--- config.mk ---
export PLATFORM = sky130hd
export DESIGN_NAME = counter
export DESIGN_NICKNAME = d
export VERILOG_FILES = /design/src/rtl/counter.sv
export SDC_FILE = /design/constraint.sdc
export NUM_CORES = 1
export LEC_CHECK = 0
export CAP_MARGIN = 10
export CORE_AREA = 2 2 39 41
export DETAILED_ROUTE_END_ITERATION = 16
export DIE_AREA = 0 0 41 43
export SLEW_MARGIN = 0
export SYNTH_ARGS = -nofsm -noshare
export SYNTH_HDL_FRONTEND = slang
export SYNTH_SLANG_ARGS = --single-unit
--- constraint.sdc ---
create_clock -name clk -period 1.4 [get_ports clk]
set_clock_uncertainty 0.05 [all_clocks]
set_input_delay 0.14 -clock clk [delete_from_list [all_inputs] [get_ports clk]]
set_output_delay 0.14 -clock clk [all_outputs]
set_load 0.03 [all_outputs]
--- src/rtl/counter.sv ---
// Parameterised up/down counter with active-low parallel load, count enable and
// terminal-value flags. Define COUNTER_SVA_EN to compile in the concurrent assertions.
module counter #(
    parameter int unsigned WIDTH = 4
) (
    input  logic             clk,
    input  logic             rst_n,
    input  logic             load_n,
    input  logic             up_down,
    input  logic             ce,
    input  logic [WIDTH-1:0] data_load,
    output logic [WIDTH-1:0] count_out,
    output logic             max_count,
    output logic             zero
);

    localparam logic [WIDTH-1:0] ALL_ONES = {WIDTH{1'b1}};
    localparam logic [WIDTH-1:0] ONE      = WIDTH'(1);

    logic [WIDTH-1:0] r_count;
    logic [WIDTH-1:0] w_next;

    // Next-value select: load beats count, count beats hold; wrap is natural modulo.
    always_comb begin
        w_next = r_count;
        if (!load_n) begin
            w_next = data_load;
        end else if (ce) begin
            if (up_down) begin
                w_next = r_count + ONE;
            end else begin
                w_next = r_count - ONE;
            end
        end
    end

    always_ff @(posedge clk or negedge rst_n) begin
        if (!rst_n) begin
            r_count <= '0;
        end else begin
            r_count <= w_next;
        end
    end

    // Flags decode the register directly so they track count_out in the same cycle.
    assign count_out = r_count;
    assign max_count = (r_count == ALL_ONES);
    assign zero      = (r_count == '0);

`ifdef COUNTER_SVA_EN
    // Step checks only apply when the previous edge was itself out of reset.
    a_load: assert property (@(posedge clk) disable iff (!rst_n)
        ($past(rst_n) && !$past(load_n)) |-> (count_out == $past(data_load)))
        else $error("counter: load mismatch");

    a_up: assert property (@(posedge clk) disable iff (!rst_n)
        ($past(rst_n) && $past(load_n) && $past(ce) && $past(up_down))
        |-> (count_out == WIDTH'($past(count_out) + ONE)))
        else $error("counter: up step mismatch");

    a_down: assert property (@(posedge clk) disable iff (!rst_n)
        ($past(rst_n) && $past(load_n) && $past(ce) && !$past(up_down))
        |-> (count_out == WIDTH'($past(count_out) - ONE)))
        else $error("counter: down step mismatch");

    a_hold: assert property (@(posedge clk) disable iff (!rst_n)
        ($past(rst_n) && $past(load_n) && !$past(ce))
        |-> (count_out == $past(count_out)))
        else $error("counter: hold mismatch");

    a_flags: assert property (@(posedge clk) disable iff (!rst_n)
        (max_count == (&count_out)) && (zero == ~(|count_out)))
        else $error("counter: flag decode mismatch");

    a_rst: assert property (@(posedge clk)
        !rst_n |-> (count_out == '0))
        else $error("counter: nonzero while in reset");
`endif

endmodule

Word-level counts from Yosys, hierarchy flattened:

Cells that the tools add are included.
W data, S select, Z words.

* flip-flop bits (word level): 4
* bits in latches: 0
* RAM bits: 0
* memory bits (read-only): 0
* input bits: 9
* output and inout bits: 6
* logic and storage cells: 9
* memories: 0

* add/subtract/negate cells: 2
* multipliers: 0
* divide/modulo/power cells: 0
* magnitude comparators: 0
* equality and inequality tests: 2
* shift-type cells: 0
* mux-type cells: 3
* bitwise logic cells: 0
* reduce and logical (&&, ||, !) cells: 1

Operator list (number)
* $mux W4: 3
* $add A4 B1 Y4 const B: 1
* $eq A4 B4 Y1 const B: 1
* $logic_not A4 Y1: 1
* $sub A4 B1 Y4 const B: 1
* $ne A2 B1 Y1 const B: 1

Longest topological paths before layout:

Gate-level depths: netlist (run 1).

* depth after elaboration: 4
* mapped depth: 5
* gate-level depth less buffers: 5

Worst setup path before layout (run 1):

No wires, ideal clock.

* kind: reg-to-output
* start point: reg r_count[0], in the netlist count_out[0]
* end point: out zero
* arrival: 1.589 ns
* data required time: 1.210 ns
* slack: -0.379 ns
* cell stages (with the launch flop): 2
* buffers on the path: 0
* cells stage by stage: dfrtp_1 > nor4_1

* word-level cells in the longest chain between the ends: 1

RTL lines
* from (decl): RTL line 20 `logic [WIDTH-1:0] r_count;`
* from (signal assigned): RTL line 41 `r_count <= w_next;`
* $logic_not A4 Y1: RTL line 48 `assign zero = (r_count == '0);`
* to (decl): RTL line 14 `output logic zero`

No other way between the ends.

Final worst setup path (run 1):

* start point: reg r_count[1], in the netlist count_out[1]
* end point: reg r_count[2], in the netlist count_out[2]

* word-level cells in the longest chain between the ends: 4
* elaborated cells on any way between the ends: 5
* classes of those cells: add/sub: 2; mux: 3

RTL lines
* $sub A4 B1 Y4 / $add A4 B1 Y4 (equally long branches): RTL line 32, 30
* $mux W4 (*): RTL line 29 `if (up_down) begin`
* $mux W4 (*): RTL line 28 `end else if (ce) begin`
* $mux W4 (*): RTL line 26 `if (!load_n) begin`

Every way passes the cells marked *; elsewhere a longest branch is shown, timed or not. The select of a mux whose other input is x is not followed.
A chain may end at the register's enable or synchronous reset.

==> results.json, run 1 <==
{
  "finalHoldViolations": 0,
  "grt_pass1_vias": 328,
  "n_fill_cell": 138,
  "hold_buffers": 0,
  "peakVddDrop_uv": 453,
  "cts_tree": "done",
  "worst_pin_slew_ns": 0.301,
  "viasPerCell": 4.75,
  "dp_hpwl_um": 675,
  "grt_max_degree": 8,
  "reg2reg_slack_ns": -0.07,
  "setup_viol": 3,
  "clk_latency_ns": 0.24,
  "finish.instance_area_sq_um": 607,
  "ys.flop_type": "dfrtp_1",
  "drive_gt1_frac": 0.439,
  "dr_total_vias": 347,
  "hold_slack_ns": 0.0543,
  "max_freq_mhz": 682,
  "fp.dieW_um": 41,
  "drt_iter0_markers": 3,
  "synth-seq-area-share": 0.299,
  "synth.cell_area_sq_um": 335,
  "layout_min_cycle_time_ns": 1.47,
  "syn_area_per_cell_sq_um": 9.58,
  "place.gp.congestion": 0.655,
  "antenna_found_initial": 0,
  "drc_errors": 0,
  "ios": 15,
  "criticalPathCategory": "flip-flop to flip-flop",
  "rr_worst_depth": 4,
  "post_drt_wl_per_cell_um": 11.2,
  "worst-path-max-fanout": 6,
  "final_net_count": 70,
  "synth_fp_nets": 47,
  "crit_path_end": "count_out[2]",
  "arrival_ns": 1.53,
  "rows": 14,
  "root_buffer": "clkbuf_4",
  "r2r_start": "count_out[1]",
  "hp-class": "primary input to asynchronous set/reset pin",
  "cts_buffers": 3,
  "die-area_sq_um": 1760,
  "slew_viol_final": 0,
  "leakagePower_nw": 0.249,
  "fin_util": 0.439,
  "min_period_over_period": 1.05,
  "p_per_area_nw_per_um2": 1050,
  "async_reset_ff_frac": 1.00,
  "fp.coreArea_sq_um": 1380,
  "crit_path_max_incr_delay_ns": 0.46,
  "rsz0062_at_grt": "true",
  "clk_path_buf_depth": 2,
  "yosys_warnings": 0,
  "crit_path_cell_trace": "fa_2 > xnor2_2 > a21oi_1 > mux2_4",
  "grt.total_usage": 0.114,
  "initial_utilization": 0.242,
  "dpl_cell_area_sq_um": 554,
  "cts.clk_slew.worst_paths_ns": 0.04,
  "largest_reg_flops": 4,
  "synth.distinct_cells": 21,
  "htreeDepth": 1,
  "io_buffers": 14,
  "final_cells": 73,
  "fin_ws_ns": -0.0655,
  "yosys-top-cells-area": "dfrtp_1 30%, ha_1 7.5%, a21oi_1 6.0%",
  "end_kind": "flip-flop",
  "yosys-top-cells-count": "4 x a21oi_1, 4 x dfrtp_1, 3 x nor2_1",
  "outcome": "finished, violations left",
  "crit_start": "count_out[1]",
  "synthCells": 35,
  "cp_data_required_time_ns": 1.47,
  "synth_top_area_frac": 0.299,
  "grt_pass1_wl_um": 1360,
  "diodes": 0,
  "synth_top_area_cell": "dfrtp_1",
  "dp_cells": 68,
  "yosys_register_bits": 4,
  "first_pass_iters": 4,
  "drv_cap": 0,
  "r2r-end": "count_out[2]",
  "crit_path_top_delay_cell": "dfrtp_2",
  "violations": "negative setup slack",
  "area_growth_pct": 81.0,
  "synth-edff-count": 0,
  "antenna_left": 0,
  "overflow": 0,
  "wl_um": 816,
  "clock-sinks": 4,
  "cp-start-kind": "flip-flop",
  "die_h_um": 43,
  "place_ws_ns": -0.412,
  "slew_headroom": 0.800
}
[report_power, final]
group / internal (mW) / switching (mW)
registers: 0.138 / 0.0268
clock network: 0.107 / 0.0473
logic: 0.166 / 0.152
total: 0.411 / 0.226
[area by class of cell]
type	instances	area [sq um]	area share
inverter	2	7.51	0.0124
timing repair buffer	20	181	0.299
multi-input combinational	27	268	0.441
tap	16	20.0	0.0330
sequential	4	104	0.171
clock buffer	4	26.3	0.0433
[worst max-delay path: cells and delay by family, from the launching register on]
kind | cells | cell delay, ns
flops | 1 | 0.46
fa+ha+maj | 1 | 0.37
mux | 1 | 0.25
xor+xnor | 1 | 0.13
compound gates | 1 | 0.09
[through the flow]
step                total power, mW  setup TNS, ns
floorplan                     0.345         -0.154
global placement              0.462          -1.01
detailed placement            0.464          -1.06
CTS                           0.626        -0.0961
global route                  0.686         -0.224
finish                        0.637        -0.0849
[worst min-delay path by stage]
stage,to,cells past startpoint
after floorplan,count_out[0],0
after global placement,count_out[3],1
after detailed placement,count_out[3],1
after CTS,count_out[2],1
after global routing,count_out[2],1
final,count_out[2],1
[per-layer routing]
layer / GRT usage / vias to the layer above / wire length [um]
met3: 0.0471 / 0 / 49
met4: 0.0400 / 0 / 0
met5: 0 / - / 0
li1: - / 174 / -
met1: 0.141 / 164 / 349
met2: 0.172 / 9 / 417
[cells in the final DEF, fill, tap and decap left out]
cell type / netlist / layout
buf_6: 0 / 2
xnor2_1: 2 / 1
clkbuf_1: 0 / 1
a22oi_1: 1 / 1
fa_2: 0 / 1
clkdlybuf4s50_1: 0 / 7
nand4b_1: 1 / 1
buf_4: 2 / 6
xnor2_2: 0 / 1
dfrtp_2: 0 / 3
ha_4: 0 / 2
nand3_1: 2 / 2
nand4bb_1: 1 / 1
or3_1: 1 / 1
a221oi_2: 0 / 1
dfrtp_1: 4 / 1
nand3b_1: 2 / 2
a21o_2: 1 / 1
nor2_1: 3 / 3
clkbuf_4: 0 / 3
mux2i_1: 1 / 1
a21oi_1: 4 / 3
and4_2: 1 / 1
dlygate4sd2_1: 0 / 5
nor4_2: 0 / 1
a21oi_2: 0 / 1
mux2_4: 0 / 1
inv_1: 2 / 1
inv_2: 0 / 1
o21ai_0: 1 / 1
[cells by family (layout without fill, tap and decap cells)]
| group | count (synthesis) | in the layout | synth area share |
|---|---|---|---|
| buffers and inverters | 4 | 26 | 0.0672 |
| AO/OA/AOI/OAI | 8 | 8 | 0.149 |
| flip-flops | 4 | 4 | 0.299 |
| XOR/XNOR | 2 | 2 | 0.0522 |
| AND/OR/NAND/NOR | 12 | 12 | 0.235 |
| adder cells (fa/ha/maj) | 3 | 3 | 0.134 |
| multiplexers | 2 | 2 | 0.0634 |
[repair_timing]
| action | 4_1_cts | 5_1_grt |
|---|---|---|
| setup buffers | 1 | 0 |
| resized for setup | 8 | 3 |
| endpoints found under the setup margin | 8 | 4 |
| pin swaps | 5 | 0 |
No activity file was read; power rests on OpenSTA's default activity.
==> run 2, diff against run 1 <==
Settings changed: CELL_PAD_IN_SITES_DETAIL_PLACEMENT set to 1, CELL_PAD_IN_SITES_GLOBAL_PLACEMENT set to 2, CORE_AREA 2 2 39 41 to unset, CORE_MARGIN set to 2, CORE_UTILIZATION set to 19, DIE_AREA 0 0 41 43 to unset, PLACE_DENSITY_LB_ADDON set to 0.1.
==> run 2 against run 1 <==
  * The flow still finishes with violations (negative setup slack)
  * Non-clock buffer count increased by 4
  * Total power increased by 3.9%
  * Utilization decreased by 6.3 points
  * Critical endpoint unchanged
==> results.json, run 2 (synthesized netlist as in run 1, its figures left out) <==
{
  "grt_pass1_vias": 387,
  "die-area_sq_um": 2120,
  "leakagePower_nw": 0.268,
  "fp.dieW_um": 46.0,
  "first_pass_iters": 2,
  "dp_cells": 71,
  "layout_min_cycle_time_ns": 1.47,
  "place.gp.congestion": 0.648,
  "most-common-layout-cells": "10 x buf_4, 7 x clkdlybuf4s50_1, 4 x dlygate4sd2_1",
  "crit_path_max_incr_delay_ns": 0.45,
  "rsz0062_at_grt": "true",
  "max_freq_mhz": 683,
  "worst-path-max-fanout": 5,
  "drt_iter0_markers": 6,
  "largest_reg_flops": 4,
  "n_fill_cell": 206,
  "cts.clk_slew.worst_paths_ns": 0.04,
  "cp-start-kind": "flip-flop",
  "fp.coreArea_sq_um": 1690,
  "setup_viol": 3,
  "final_net_count": 74,
  "htreeDepth": 1,
  "final.setup.tns_ns": -0.121,
  "crit_path_cell_trace": "fa_2 > xnor2_2 > a21oi_1 > mux2_4",
  "slew_headroom": 0.796,
  "criticalPathCategory": "flip-flop to flip-flop",
  "p_per_area_nw_per_um2": 1040,
  "area_growth_pct": 89.2,
  "final_cells": 78,
  "initial_utilization": 0.199,
  "ios": 15,
  "p_total_uw": 662,
  "drv_cap": 0,
  "worst_pin_slew_ns": 0.308,
  "grt.total_usage": 0.111,
  "io_buffers": 14,
  "slew_viol_final": 0,
  "clk_path_buf_depth": 2,
  "rows": 15,
  "dp_hpwl_um": 806,
  "end_kind": "flip-flop",
  "cp_data_required_time_ns": 1.46,
  "dr_total_vias": 361,
  "die_h_um": 46.0,
  "viasPerCell": 4.63,
  "drive_gt1_frac": 0.492,
  "min_period_over_period": 1.05,
  "outcome": "finished, violations left",
  "hp-class": "primary input to asynchronous set/reset pin",
  "antenna_left": 0,
  "root_buffer": "clkbuf_4",
  "hold_slack_ns": 0.0588,
  "grt_max_degree": 8,
  "mostFrequentLayoutCell": "buf_4",
  "fin_util": 0.376,
  "drc_errors": 0,
  "cts_tree": "done",
  "clock-sinks": 4,
  "arrival_ns": 1.53,
  "peakVddDrop_uv": 477,
  "finalHoldViolations": 0,
  "wl_um": 926,
  "overflow": 0,
  "grt_pass1_wl_um": 1700,
  "post_drt_wl_per_cell_um": 11.9,
  "fin_ws_ns": -0.0652,
  "cts_buffers": 3,
  "antenna_found_initial": 0,
  "worst-path-buf-inv": 0,
  "diodes": 0,
  "clk_latency_ns": 0.23,
  "crit_family": "flip-flops",
  "violations": "negative setup slack",
  "crit_path_top_delay_cell": "dfrtp_2"
}
[run 2: changes by cell type in the layout (fill, tap and decap cells not counted), sizes merged]
cell,previous run,this run
clkbuf,4,5
dlygate4sd2,5,4
buf,8,12
[run 2: final timing paths]
kind	from	to	slack [ns]	cells after the start
max in group asynchronous	rst_n	count_out[0]	1.06	1
setup reg to reg	count_out[1]	count_out[2]	-0.07	4
setup / recovery	count_out[1]	count_out[2]	-0.07	4
hold reg to reg	count_out[1]	count_out[1]	0.66	2
hold / removal	rst_n	count_out[2]	0.06	1
min in group clk	data_load[1]	count_out[1]	0.42	3
[run 2: power by group]
part	total [mW]	internal [mW]	switching [mW]	leakage, nW
combinational	0.345	0.185	0.160	0.210
clock	0.154	0.107	0.0470	0.0150
sequential	0.163	0.138	0.0251	0.0432
total	0.662	0.430	0.232	0.268
[run 2: cell type report]
| cell class | instances | area, sq um | share of cell area |
|---|---|---|---|
| well taps | 17 | 21.3 | 0.0335 |
| repair buffers | 24 | 208 | 0.327 |
| flip-flops and latches | 4 | 104 | 0.164 |
| inverters | 2 | 7.51 | 0.0118 |
| multi-input cells | 27 | 268 | 0.422 |
| clock buffers | 4 | 26.3 | 0.0414 |
[run 2: timing repair]
| action | CTS | global route |
|---|---|---|
| hold endpoints to repair | 0 | 0 |
| resized for setup | 9 | 4 |
| pin swaps | 7 | 3 |
| endpoints found under the setup margin | 9 | 6 |
| setup buffers | 3 | 0 |
| hold buffers | 0 | 0 |
[run 2: per-layer routing]
layer | share of wire | vias to the layer above | track usage
met1 | 0.47 | 166 | 0.138
li1 | - | 184 | -
met3 | 0.058 | 0 | 0.0397
met2 | 0.47 | 11 | 0.178
met5 | 0 | - | 0
met4 | 0 | 0 | 0.0343
[run 2: metrics by stage]
step	area, sq um	setup WS, ns
6_report	634	-0.0652
5_1_grt	634	-0.143
4_1_cts	627	-0.0857
3_5_place_dp	571	-0.434
3_3_place_gp	571	-0.398
2_1_floorplan	377	-0.0951
